### config.mk
export PLATFORM = sky130hd
export DESIGN_NAME = time_set_ctrl_flat
export DESIGN_NICKNAME = d
export VERILOG_FILES = /design/src/rtl/time_set_if.sv /design/src/rtl/time_set_ctrl.sv /design/src/flat_wrapper.sv
export SDC_FILE = /design/constraint.sdc
export NUM_CORES = 1
export LEC_CHECK = 0
export CAP_MARGIN = 10
export CORE_ASPECT_RATIO = 1.5
export CORE_MARGIN = 2
export CORE_UTILIZATION = 55
export DETAILED_ROUTE_END_ITERATION = 7
export HOLD_SLACK_MARGIN = 0.1
export PLACE_DENSITY = 0.95
export SLEW_MARGIN = 10
export SYNTH_ARGS = -nofsm -noshare
export SYNTH_HDL_FRONTEND = slang
export SYNTH_SLANG_ARGS = --single-unit
### constraint.sdc
create_clock -name clk -period 5.1 [get_ports clk]
set_input_delay 1.02 -clock clk [delete_from_list [all_inputs] [get_ports clk]]
set_output_delay 1.02 -clock clk [all_outputs]
set_load 0.05 [all_outputs]
### src/rtl/time_set_if.sv
// Front-panel bus between the key debouncer / time counter and the
// time-setting controller. The controller uses the slave modport.
interface time_set_if;
  logic       key_mode;
  logic       key_next;
  logic       key_inc;
  logic       tick_1s;
  logic [3:0] cur_hour_shi, cur_hour_ge, cur_min_shi, cur_min_ge, cur_sec_shi, cur_sec_ge;
  logic       set_time_finish;
  logic [3:0] set_hour_shi, set_hour_ge, set_min_shi, set_min_ge, set_sec_shi, set_sec_ge;
  logic       clock_en;
  logic [3:0] clock_hour_shi, clock_hour_ge, clock_min_shi, clock_min_ge;
  logic [2:0] field_sel;
  logic       in_alarm_edit;

  modport slave (
    input  key_mode, key_next, key_inc, tick_1s,
    input  cur_hour_shi, cur_hour_ge, cur_min_shi, cur_min_ge, cur_sec_shi, cur_sec_ge,
    output set_time_finish,
    output set_hour_shi, set_hour_ge, set_min_shi, set_min_ge, set_sec_shi, set_sec_ge,
    output clock_en, clock_hour_shi, clock_hour_ge, clock_min_shi, clock_min_ge,
    output field_sel, in_alarm_edit
  );

  modport master (
    output key_mode, key_next, key_inc, tick_1s,
    output cur_hour_shi, cur_hour_ge, cur_min_shi, cur_min_ge, cur_sec_shi, cur_sec_ge,
    input  set_time_finish,
    input  set_hour_shi, set_hour_ge, set_min_shi, set_min_ge, set_sec_shi, set_sec_ge,
    input  clock_en, clock_hour_shi, clock_hour_ge, clock_min_shi, clock_min_ge,
    input  field_sel, in_alarm_edit
  );
endinterface

### src/rtl/time_set_ctrl.sv
// Time-of-day / alarm setting controller. Three key pulses drive a mode
// FSM that edits BCD time and alarm fields; set_time_finish low makes the
// counter load the edited time. Edit states time out back to RUN.
module time_set_ctrl #(
  parameter int TIMEOUT_S = 10
) (
  input logic        clk,
  input logic        rst,
  time_set_if.slave  bus
);

  typedef enum logic [2:0] {RUN, T_HOUR, T_MIN, T_SEC, A_HOUR, A_MIN} state_t;

  state_t     state, state_nxt;
  logic [7:0] tcnt;
  logic [7:0] set_hour, set_min, set_sec;
  logic [7:0] alm_hour, alm_min;
  logic       alm_en;
  logic [2:0] field_sel_r;
  logic       finish_r;
  logic       alarm_edit_r;
  logic       any_key, do_next, do_inc, timeout_hit;

  // Hour increment: 23 wraps to 00 before the ge==9 carry rule applies.
  function automatic logic [7:0] bcd_inc_hour(input logic [7:0] v);
    if (v == 8'h23)       return 8'h00;
    else if (v[3:0] == 4'd9) return {v[7:4] + 4'd1, 4'd0};
    else                  return {v[7:4], v[3:0] + 4'd1};
  endfunction

  // Minute/second increment: 59 wraps to 00.
  function automatic logic [7:0] bcd_inc_60(input logic [7:0] v);
    if (v == 8'h59)       return 8'h00;
    else if (v[3:0] == 4'd9) return {v[7:4] + 4'd1, 4'd0};
    else                  return {v[7:4], v[3:0] + 4'd1};
  endfunction

  // Strict key priority: mode beats next beats inc.
  assign any_key     = bus.key_mode | bus.key_next | bus.key_inc;
  assign do_next     = bus.key_next & ~bus.key_mode;
  assign do_inc      = bus.key_inc & ~bus.key_mode & ~bus.key_next;
  assign timeout_hit = (state != RUN) && bus.tick_1s && !any_key &&
                       (tcnt == 8'(TIMEOUT_S - 1));

  // State register.
  always_ff @(posedge clk) begin
    if (rst) state <= RUN;
    else     state <= state_nxt;
  end

  // Next-state decode from keys and inactivity timeout.
  always_comb begin
    state_nxt = state;
    if (timeout_hit) begin
      state_nxt = RUN;
    end else if (bus.key_mode) begin
      case (state)
        RUN:                  state_nxt = T_HOUR;
        T_HOUR, T_MIN, T_SEC: state_nxt = A_HOUR;
        default:              state_nxt = RUN;
      endcase
    end else if (do_next) begin
      case (state)
        T_HOUR:  state_nxt = T_MIN;
        T_MIN:   state_nxt = T_SEC;
        T_SEC:   state_nxt = T_HOUR;
        A_HOUR:  state_nxt = A_MIN;
        A_MIN:   state_nxt = A_HOUR;
        default: state_nxt = state;
      endcase
    end
  end

  // Inactivity counter: counts seconds in edit states, cleared by any key.
  always_ff @(posedge clk) begin
    if (rst || state == RUN || any_key || timeout_hit) tcnt <= 8'd0;
    else if (bus.tick_1s)                               tcnt <= tcnt + 8'd1;
  end

  // Time being edited: snapshot of live time on entry, then field increments.
  always_ff @(posedge clk) begin
    if (rst) begin
      set_hour <= 8'h00;
      set_min  <= 8'h00;
      set_sec  <= 8'h00;
    end else if (state == RUN && bus.key_mode) begin
      set_hour <= {bus.cur_hour_shi, bus.cur_hour_ge};
      set_min  <= {bus.cur_min_shi, bus.cur_min_ge};
      set_sec  <= {bus.cur_sec_shi, bus.cur_sec_ge};
    end else if (do_inc) begin
      case (state)
        T_HOUR:  set_hour <= bcd_inc_hour(set_hour);
        T_MIN:   set_min  <= bcd_inc_60(set_min);
        T_SEC:   set_sec  <= bcd_inc_60(set_sec);
        default: ;
      endcase
    end
  end

  // Alarm time and enable; key_inc in RUN toggles the enable.
  always_ff @(posedge clk) begin
    if (rst) begin
      alm_en   <= 1'b0;
      alm_hour <= 8'h07;
      alm_min  <= 8'h00;
    end else if (do_inc) begin
      case (state)
        RUN:     alm_en   <= ~alm_en;
        A_HOUR:  alm_hour <= bcd_inc_hour(alm_hour);
        A_MIN:   alm_min  <= bcd_inc_60(alm_min);
        default: ;
      endcase
    end
  end

  // Registered mode outputs decoded from the state being entered.
  always_ff @(posedge clk) begin
    if (rst) begin
      field_sel_r  <= 3'b000;
      finish_r     <= 1'b1;
      alarm_edit_r <= 1'b0;
    end else begin
      case (state_nxt)
        T_HOUR, A_HOUR: field_sel_r <= 3'b100;
        T_MIN, A_MIN:   field_sel_r <= 3'b010;
        T_SEC:          field_sel_r <= 3'b001;
        default:        field_sel_r <= 3'b000;
      endcase
      finish_r     <= !(state_nxt == T_HOUR || state_nxt == T_MIN || state_nxt == T_SEC);
      alarm_edit_r <= (state_nxt == A_HOUR || state_nxt == A_MIN);
    end
  end

  assign bus.set_time_finish = finish_r;
  assign bus.set_hour_shi    = set_hour[7:4];
  assign bus.set_hour_ge     = set_hour[3:0];
  assign bus.set_min_shi     = set_min[7:4];
  assign bus.set_min_ge      = set_min[3:0];
  assign bus.set_sec_shi     = set_sec[7:4];
  assign bus.set_sec_ge      = set_sec[3:0];
  assign bus.clock_en        = alm_en;
  assign bus.clock_hour_shi  = alm_hour[7:4];
  assign bus.clock_hour_ge   = alm_hour[3:0];
  assign bus.clock_min_shi   = alm_min[7:4];
  assign bus.clock_min_ge    = alm_min[3:0];
  assign bus.field_sel       = field_sel_r;
  assign bus.in_alarm_edit   = alarm_edit_r;

endmodule

### src/flat_wrapper.sv
// flat-port wrapper written by rule: the top's interface ports become plain ports
module time_set_ctrl_flat 
#(
  parameter int TIMEOUT_S = 10
)
  (clk, rst, bus_key_mode, bus_key_next, bus_key_inc, bus_tick_1s, bus_cur_hour_shi, bus_cur_hour_ge, bus_cur_min_shi, bus_cur_min_ge, bus_cur_sec_shi, bus_cur_sec_ge, bus_set_time_finish, bus_set_hour_shi, bus_set_hour_ge, bus_set_min_shi, bus_set_min_ge, bus_set_sec_shi, bus_set_sec_ge, bus_clock_en, bus_clock_hour_shi, bus_clock_hour_ge, bus_clock_min_shi, bus_clock_min_ge, bus_field_sel, bus_in_alarm_edit);
  time_set_if bus_i ();
  input logic clk;
  input logic rst;
  input wire logic [$bits(bus_i.key_mode)-1:0] bus_key_mode;
  input wire logic [$bits(bus_i.key_next)-1:0] bus_key_next;
  input wire logic [$bits(bus_i.key_inc)-1:0] bus_key_inc;
  input wire logic [$bits(bus_i.tick_1s)-1:0] bus_tick_1s;
  input wire logic [$bits(bus_i.cur_hour_shi)-1:0] bus_cur_hour_shi;
  input wire logic [$bits(bus_i.cur_hour_ge)-1:0] bus_cur_hour_ge;
  input wire logic [$bits(bus_i.cur_min_shi)-1:0] bus_cur_min_shi;
  input wire logic [$bits(bus_i.cur_min_ge)-1:0] bus_cur_min_ge;
  input wire logic [$bits(bus_i.cur_sec_shi)-1:0] bus_cur_sec_shi;
  input wire logic [$bits(bus_i.cur_sec_ge)-1:0] bus_cur_sec_ge;
  output wire logic [$bits(bus_i.set_time_finish)-1:0] bus_set_time_finish;
  output wire logic [$bits(bus_i.set_hour_shi)-1:0] bus_set_hour_shi;
  output wire logic [$bits(bus_i.set_hour_ge)-1:0] bus_set_hour_ge;
  output wire logic [$bits(bus_i.set_min_shi)-1:0] bus_set_min_shi;
  output wire logic [$bits(bus_i.set_min_ge)-1:0] bus_set_min_ge;
  output wire logic [$bits(bus_i.set_sec_shi)-1:0] bus_set_sec_shi;
  output wire logic [$bits(bus_i.set_sec_ge)-1:0] bus_set_sec_ge;
  output wire logic [$bits(bus_i.clock_en)-1:0] bus_clock_en;
  output wire logic [$bits(bus_i.clock_hour_shi)-1:0] bus_clock_hour_shi;
  output wire logic [$bits(bus_i.clock_hour_ge)-1:0] bus_clock_hour_ge;
  output wire logic [$bits(bus_i.clock_min_shi)-1:0] bus_clock_min_shi;
  output wire logic [$bits(bus_i.clock_min_ge)-1:0] bus_clock_min_ge;
  output wire logic [$bits(bus_i.field_sel)-1:0] bus_field_sel;
  output wire logic [$bits(bus_i.in_alarm_edit)-1:0] bus_in_alarm_edit;
  assign bus_i.key_mode = bus_key_mode;
  assign bus_i.key_next = bus_key_next;
  assign bus_i.key_inc = bus_key_inc;
  assign bus_i.tick_1s = bus_tick_1s;
  assign bus_i.cur_hour_shi = bus_cur_hour_shi;
  assign bus_i.cur_hour_ge = bus_cur_hour_ge;
  assign bus_i.cur_min_shi = bus_cur_min_shi;
  assign bus_i.cur_min_ge = bus_cur_min_ge;
  assign bus_i.cur_sec_shi = bus_cur_sec_shi;
  assign bus_i.cur_sec_ge = bus_cur_sec_ge;
  assign bus_set_time_finish = bus_i.set_time_finish;
  assign bus_set_hour_shi = bus_i.set_hour_shi;
  assign bus_set_hour_ge = bus_i.set_hour_ge;
  assign bus_set_min_shi = bus_i.set_min_shi;
  assign bus_set_min_ge = bus_i.set_min_ge;
  assign bus_set_sec_shi = bus_i.set_sec_shi;
  assign bus_set_sec_ge = bus_i.set_sec_ge;
  assign bus_clock_en = bus_i.clock_en;
  assign bus_clock_hour_shi = bus_i.clock_hour_shi;
  assign bus_clock_hour_ge = bus_i.clock_hour_ge;
  assign bus_clock_min_shi = bus_i.clock_min_shi;
  assign bus_clock_min_ge = bus_i.clock_min_ge;
  assign bus_field_sel = bus_i.field_sel;
  assign bus_in_alarm_edit = bus_i.in_alarm_edit;
  time_set_ctrl #(.TIMEOUT_S(TIMEOUT_S)) u_core (.clk(clk), .rst(rst), .bus(bus_i));
endmodule
==> metrics.md, run 1 <==
| Metric | Value |
|---|---|
| Share of cells above drive strength 1 | `0.0649` |
| Initial antenna violation count | `0` |
| Worst slew pin tran | `0.722 ns` |
| Initial Utilization | `0.560` |
| # rows | `35` |
| Gr usage total | `0.258` |
| Post-route ant nets | `0` |
| Number of fill cells in the layout | `462` |
| Die Width | `68.1 um` |
| Pwr Total | `0.00111 W` |
| DP Area | `4130 um^2` |
| Buffers plus inverters on the worst setup path | `1` |
| Fin worst setup slack | `1.98 ns` |
| Maximum fanout along the worst path | `14` |
| Global-route wire length before repair | `13.6 mm` |
| Top-area cell type share of the netlist area | `0.337` |
| Clk sink count | `57` |
| Via-to-Cell Ratio | `6.01` |
| Critical Path RT | `5.29 ns` |
| Cts hold-fix bufs | `0` |
| Top-count cell post-synth | `dfxtp_1` |
| Internal cell power | `0.000762 W` |
| Synth warnings | `0` |
| IO Pins | `76` |
| Worst VDD drop | `138 uV` |
| Crit-path cells | `clkdlybuf4s50_1, nand4bb_1, nor3_1, nand2_1, o311ai_0` |
| PortBufs | `75` |
| Mapped Nets | `441` |
| Layout area overhead | `27.2%` |
| Fin crit share | `0.612` |
| Hold/Removal Path Class | `reg -> reg` |
| Syn Inst Count | `389` |
| TritonCTS clock tree | `built` |
| Endpoints failing hold | `0` |
| Post-Layout Cell Count | `536` |
| Async SR Flop Fraction | `0` |
| RSZ-0062 raised after global routing | `false` |
| Largest net degree at the start of global routing | `36` |
| Post-synth cell types | `64` |
| DR iter-0 viols | `221` |
| Fin Setup TNS | `0 ns` |
| Post-CTS setup buffers | `0` |
| Final HPWL DP | `6.08 mm` |
| Power per cell area | `258 nW/um^2` |
| Worst path arrival time | `3.32 ns` |
| Number of enable flip-flop cells after synthesis | `0` |
| Pre-CTS setup slack | `1.77 ns` |
| Post-synth top cells | `dfxtp_1 (57), nor2_1 (32), a21oi_1 (25), ha_1 (22), nand2_1 (21)` |
| Post_cts resized | `0` |
| Worst skew pair latency | `0.34 ns` |
| Area leader, netlist | `dfxtp_1` |
| H-tree depth | `3` |
| Critical path's top delay family | `simple AND/OR/NAND/NOR gates` |
| Avg Cell Area, Syn | `8.70 um^2` |
| Pre-antenna DRT Iters | `5` |
| Seq cells post-synth | `57` |
| CP Launch Type | `primary input` |
| Cell total after placement | `520` |
| Routed len/inst | `15.8 um` |
| CP endpoint kind | `flip-flop` |
| Ys flop type | `dfxtp_1` |
| Slowest stage delay, CP | `0.67 ns` |
| Die extent in y | `100 um` |
| Status | `completed` |
| Routability cong. | `0.834` |
| Fmax | `320 MHz` |
| Clock transition at the registers of the reported paths | `0.06 ns` |
| Drt drc | `0` |
| GR Overflow Total | `0` |
| Synth top area cells | `dfxtp_1 (34%), ha_1 (8.1%), a21oi_1 (3.7%)` |
| Post-route cell area | `4310 um^2` |
| Die ar. | `6810 um^2` |
| Reg power frac | `0.445` |
| Leakage | `1.57 nW` |
| Clk pwr share | `0.340` |
| Seq/Total Area, Yosys | `0.337` |
| Number of max-cap violations | `0` |
| Switching Fraction | `0.313` |
| Vias | `3219` |
| Comb power frac | `0.215` |
| Fin. max-slew vios | `0` |
| Routed wire length | `8.46 mm` |
| Ant diodes | `0` |
| Skew final | `0.00829 ns` |
| Clk buf depth | `2` |
| Synthesized area | `3390 um^2` |
| Setup violators final | `0` |
| Vias in the first global route | `3006` |
| NumNets Final | `509` |
| Worst setup path class | `in -> reg` |
| Num CTS Buffers | `9` |
| Slew headroom | `0.518` |
| NetSw | `0.000348 W` |
| Final min period | `3.12 ns` |
| CTS Root Cell | `clkbuf_8` |
| CP max-delay cell | `clkdlybuf4s50_1` |
| Core ar. | `6040 um^2` |
==> state kept, by name, indices dropped and copies added (netlist names), 3 cells and up <==
register and count:
u_core.bus.field_sel 3, u_core.set_min 8, u_core.set_sec 8, u_core.tcnt 8, u_core.set_hour 8, u_core.alm_hour 8
u_core.state 3, u_core.alm_min 8
==> path summary, 6_finish.rpt <==
path,start,to,slack (ns),depth (start not counted)
min,u_core.set_min[3],u_core.set_min[3],0.50,2
max reg2reg,u_core.state[2],u_core.alm_hour[2],2.67,4
min reg2reg,u_core.set_min[3],u_core.set_min[3],0.50,2
max,bus_key_next,u_core.alm_hour[2],1.98,5
==> tightest hold or removal path: stages (launching register included) <==
cell and delay, ns:
dfxtp_1 0.34, nand2_1 0.06, a21oi_1 0.05
==> power by group through the flow <==
| stage | Clock, W | Sequential (W) | Combinational, W |
|---|---|---|---|
| floorplan | 0 | 0.000551 | 0.000112 |
| CTS | 0.000381 | 0.000493 | 0.000238 |
| finish | 0.000377 | 0.000493 | 0.000239 |
| detailed placement | 0 | 0.000503 | 0.000237 |
| global placement | 0 | 0.000501 | 0.000232 |
| global route | 0.000402 | 0.000497 | 0.000256 |
==> cell families after synthesis <==
| kind of cell | Yosys count | share of synthesized area |
|---|---|---|
| AO/OA/AOI/OAI | 97 | 0.193 |
| XOR/XNOR | 19 | 0.0492 |
| adder cells (fa/ha/maj) | 22 | 0.0813 |
| buffers and inverters | 41 | 0.0588 |
| flip-flops | 57 | 0.337 |
| multiplexers | 4 | 0.0118 |
| AND/OR/NAND/NOR | 149 | 0.269 |
==> through the flow <==
| stage | hold slack [ns] | util |
|---|---|---|
| floorplan | 0.480 | - |
| global placement | 0.482 | 0.684 |
| detailed placement | 0.493 | 0.684 |
| CTS | 0.502 | 0.712 |
| global route | 0.535 | 0.712 |
| finish | 0.498 | 0.712 |
==> per-layer routing <==
| layer | vias up | GRT usage | wire, um |
|---|---|---|---|
| li1 | 1573 | - | - |
| met4 | 0 | 0.112 | 184 |
| met1 | 1500 | 0.272 | 3230 |
| met5 | - | 0 | 0 |
| met2 | 128 | 0.469 | 4520 |
| met3 | 18 | 0.0617 | 527 |
==> final cells by class <==
class                      instances  area, um^2  share of cell area
multi-input combinational        291        2050               0.475
sequential                        57        1140               0.265
timing repair buffer              79         781               0.181
clock buffer                      13         159              0.0369
tap                               74        92.6              0.0215
inverter                          19        71.3              0.0166
clock inverter                     3        15.0             0.00349
==> cell usage in the layout, fill, tap and decap left out, types with 4 or more instances in the layout <==
cell type	instances
clkbuf_8	11
nor4_1	8
clkdlybuf4s50_1	75
o21ai_0	15
and3b_1	7
and2_1	4
nor3_1	10
mux2i_1	4
a211oi_1	9
xnor2_1	9
nor2b_1	6
o31ai_1	5
dfxtp_1	57
a2bb2oi_1	4
inv_1	19
a22oi_1	7
nor2_1	32
xor2_1	10
buf_4	4
nand3b_1	7
a21oi_1	25
or4_1	7
nand3_1	16
a31oi_1	7
nand2_1	21
ha_1	22
(Power assumes the default switching activity.)
==> run 2, diff against run 1 <==
- CORE_UTILIZATION: 55 -> 46
- PLACE_DENSITY: 0.95 -> 0.87
- clock period: 5.1 -> 2.6 ns (I/O delays scaled with it)
==> run 2 against run 1 <==
Against the previous run:
- die area up 19%
- hold slack better by 0.014 ns
- first-iteration DRC count down 24%
- worst setup slack worse by 1.6 ns
- via count up 0.65%
- combinational power up 100%
- cell count up 6.7%
==> metrics.md, run 2 (synthesis results as in run 1) <==
| Metric | Value |
|---|---|
| Status | `completed` |
| NumNets Final | `519 (+2.0%)` |
| Fin Setup TNS | `0 ns (unchanged)` |
| Vias | `3240 (+0.65%)` |
| Fin. max-slew vios | `0 (unchanged)` |
| Buffers plus inverters on the worst setup path | `1 (unchanged)` |
| Clk pwr share | `0.442 (+0.102)` |
| DR iter-0 viols | `167 (-24%)` |
| Switching Fraction | `0.271 (-0.0421)` |
| Register area | `1140 um^2 (unchanged)` |
| Hold Crit Start | `u_core.set_min[3]` |
| Gr usage total | `0.219 (-0.0395)` |
| Most frequent cells in the layout | `clkdlybuf4s50_1 (75), dfxtp_1 (57), nor2_1 (32)` |
| Num CTS Buffers | `9 (unchanged)` |
| RSZ-0062 raised after global routing | `false` |
| Fin crit share | `0.847` |
| Endpoints failing hold | `0 (unchanged)` |
| Initial antenna violation count | `0 (unchanged)` |
| Worst setup path class | `reg -> out` |
| Die extent in y | `109 um (+9.0%)` |
| Post-CTS setup buffers | `0 (unchanged)` |
| # rows | `38 (+8.6%)` |
| Worst VDD drop | `361 uV (+160%)` |
| Critical path's top delay family | `buffers and inverters` |
| Maximum fanout along the worst path | `5 (-9)` |
| Hold EP | `u_core.set_min[3]` |
| Die Width | `74.1 um (+8.8%)` |
| Final min period | `2.20 ns` |
| Drt drc | `0 (unchanged)` |
| Worst flop-to-flop path endpoint | `u_core.set_hour[6]` |
| Vias in the first global route | `3112 (+3.5%)` |
| Most common cell after layout, fill and taps aside | `clkdlybuf4s50_1` |
| Clk sink count | `57 (unchanged)` |
| Worst path arrival time | `1.68 ns (-1.64 ns)` |
| WHS Path Cells | `2 (unchanged)` |
| Worst reg2reg startpoint | `u_core.set_hour[1]` |
| Routability cong. | `0.919 (+10%)` |
| PortBufs | `75 (unchanged)` |
| Depth of the most critical reg-to-reg path | `6 (+2)` |
| Leakage | `1.66 nW (+6.1%)` |
| CP endpoint kind | `output pin` |
| Largest net degree at the start of global routing | `21 (-42%)` |
| Global-route wire length before repair | `13.8 mm (+1.6%)` |
| CP max-delay cell | `clkdlybuf4s50_1` |
| Ant diodes | `0 (unchanged)` |
| Post-route ant nets | `0 (unchanged)` |
| Pre-CTS setup slack | `0.173 ns (-1.60 ns)` |
| Skew final | `0.00623 ns (-0.00206 ns)` |
| Clk buf depth | `2 (unchanged)` |
| Crit-path cells | `clkdlybuf4s50_1` |
| Routed len/inst | `14.8 um (-6.3%)` |
| Initial Utilization | `0.472 (-0.0887)` |
| CP Launch Type | `flip-flop` |
| Layout area overhead | `33.4%` |
| Critical Path RT | `2.08 ns (-3.21 ns)` |
| Share of cells above drive strength 1 | `0.0890 (+0.0240)` |
| Post_cts resized | `0 (unchanged)` |
| Pre-antenna DRT Iters | `5 (unchanged)` |
| Setup violators final | `0 (unchanged)` |
| Area of the multi-input gates | `2050 um^2 (unchanged)` |
| Worst skew pair latency | `0.35 ns (about the same)` |
| Slew headroom | `0.578 (+0.0600)` |
| CTS Root Cell | `clkbuf_8` |
| R2R setup slack | `0.59 ns (-2.08 ns)` |
| Fin worst setup slack | `0.398 ns (-1.58 ns)` |
| Reg power frac | `0.369 (-0.076)` |
| TritonCTS clock tree | `built` |
| H-tree depth | `3 (unchanged)` |
| Core ar. | `7180 um^2 (+19%)` |
| NetSw | `0.000705 W (+100%)` |
| Fmax | `454 MHz` |
| Comb power frac | `0.188 (-0.027)` |
| Slowest stage delay, CP | `0.86 ns (+0.19 ns)` |
| Die ar. | `8080 um^2 (+19%)` |
| Worst slew pin tran | `0.630 ns (-0.0919 ns)` |
| Final HPWL DP | `6.26 mm (+2.9%)` |
| Hold/Removal Path Class | `reg -> reg` |
| Cts hold-fix bufs | `0 (unchanged)` |
| Power per cell area | `576 nW/um^2 (+120%)` |
| Number of max-cap violations | `0 (unchanged)` |
| Via-to-Cell Ratio | `5.66 (-5.7%)` |
| Internal cell power | `0.00190 W (+150%)` |
| IO Pins | `76 (unchanged)` |
| Clock transition at the registers of the reported paths | `0.07 ns (about the same)` |
| Number of fill cells in the layout | `621 (+34%)` |
| Routed wire length | `8.46 mm (unchanged)` |
| GR Overflow Total | `0 (unchanged)` |
[run 2: cell types whose count changed in the layout (fill, tap and decap cells not counted), sizes merged]
cell | before | now
clkbuf | 13 | 11
bufinv | 0 | 4
clkinv | 3 | 1
buf | 4 | 14
[run 2: worst max-delay path by stage]
stage,startpoint,end,slack [ns],cells past startpoint
2_1_floorplan,u_core.set_hour[1],u_core.set_hour[6],0.52,6
3_3_place_gp,bus_key_mode,u_core.alm_min[7],0.20,5
3_5_place_dp,bus_key_mode,u_core.set_min[6],0.17,6
4_1_cts,u_core.alm_min[2],bus_clock_min_ge[2],0.38,1
5_1_grt,u_core.alm_min[2],bus_clock_min_ge[2],0.34,1
6_report,u_core.alm_min[2],bus_clock_min_ge[2],0.40,1
[run 2: routing by layer]
| metal | up-vias | share of wire | GRT usage |
|---|---|---|---|
| met5 | - | 0 | 0 |
| met4 | 0 | 0.025 | 0.112 |
| met3 | 17 | 0.055 | 0.0499 |
| met2 | 89 | 0.51 | 0.382 |
| met1 | 1540 | 0.40 | 0.242 |
| li1 | 1594 | - | - |
[run 2: stage by stage]
step                hold WS [ns]   util  instances  instance area, um^2  power [W]
finish                     0.512  0.629        572                 4520    0.00260
global route               0.548  0.629        572                 4520    0.00269
CTS                        0.507  0.629        572                 4520    0.00261
detailed placement         0.501  0.590        556                 4240    0.00146
global placement           0.486  0.590        556                 4240    0.00145
floorplan                  0.480      -        389                 3390    0.00130
[run 2: worst reg2reg max path, cell delays in order, from the launching register on]
cell	delay, ns
dfxtp_1	0.40
inv_1	0.07
ha_1	0.19
and3b_1	0.21
a211oi_1	0.54
nor2_1	0.19
o221a_2	0.31
[run 2: final cells by class]
type                    count  share of cell area
clock buffers              11              0.0335
clock inverters             5              0.0277
inverters                  19              0.0158
multi-input cells         291               0.453
flip-flops and latches     57               0.253
well taps                 100              0.0277
repair buffers             89               0.190
[run 2: power groups by stage]
stage               logic (W)  registers, W  clock network [W]
global placement     0.000475      0.000978                  0
CTS                  0.000489      0.000960            0.00116
detailed placement   0.000486      0.000979                  0
finish               0.000489      0.000961            0.00115
floorplan            0.000221       0.00108                  0
global route         0.000525      0.000967            0.00120
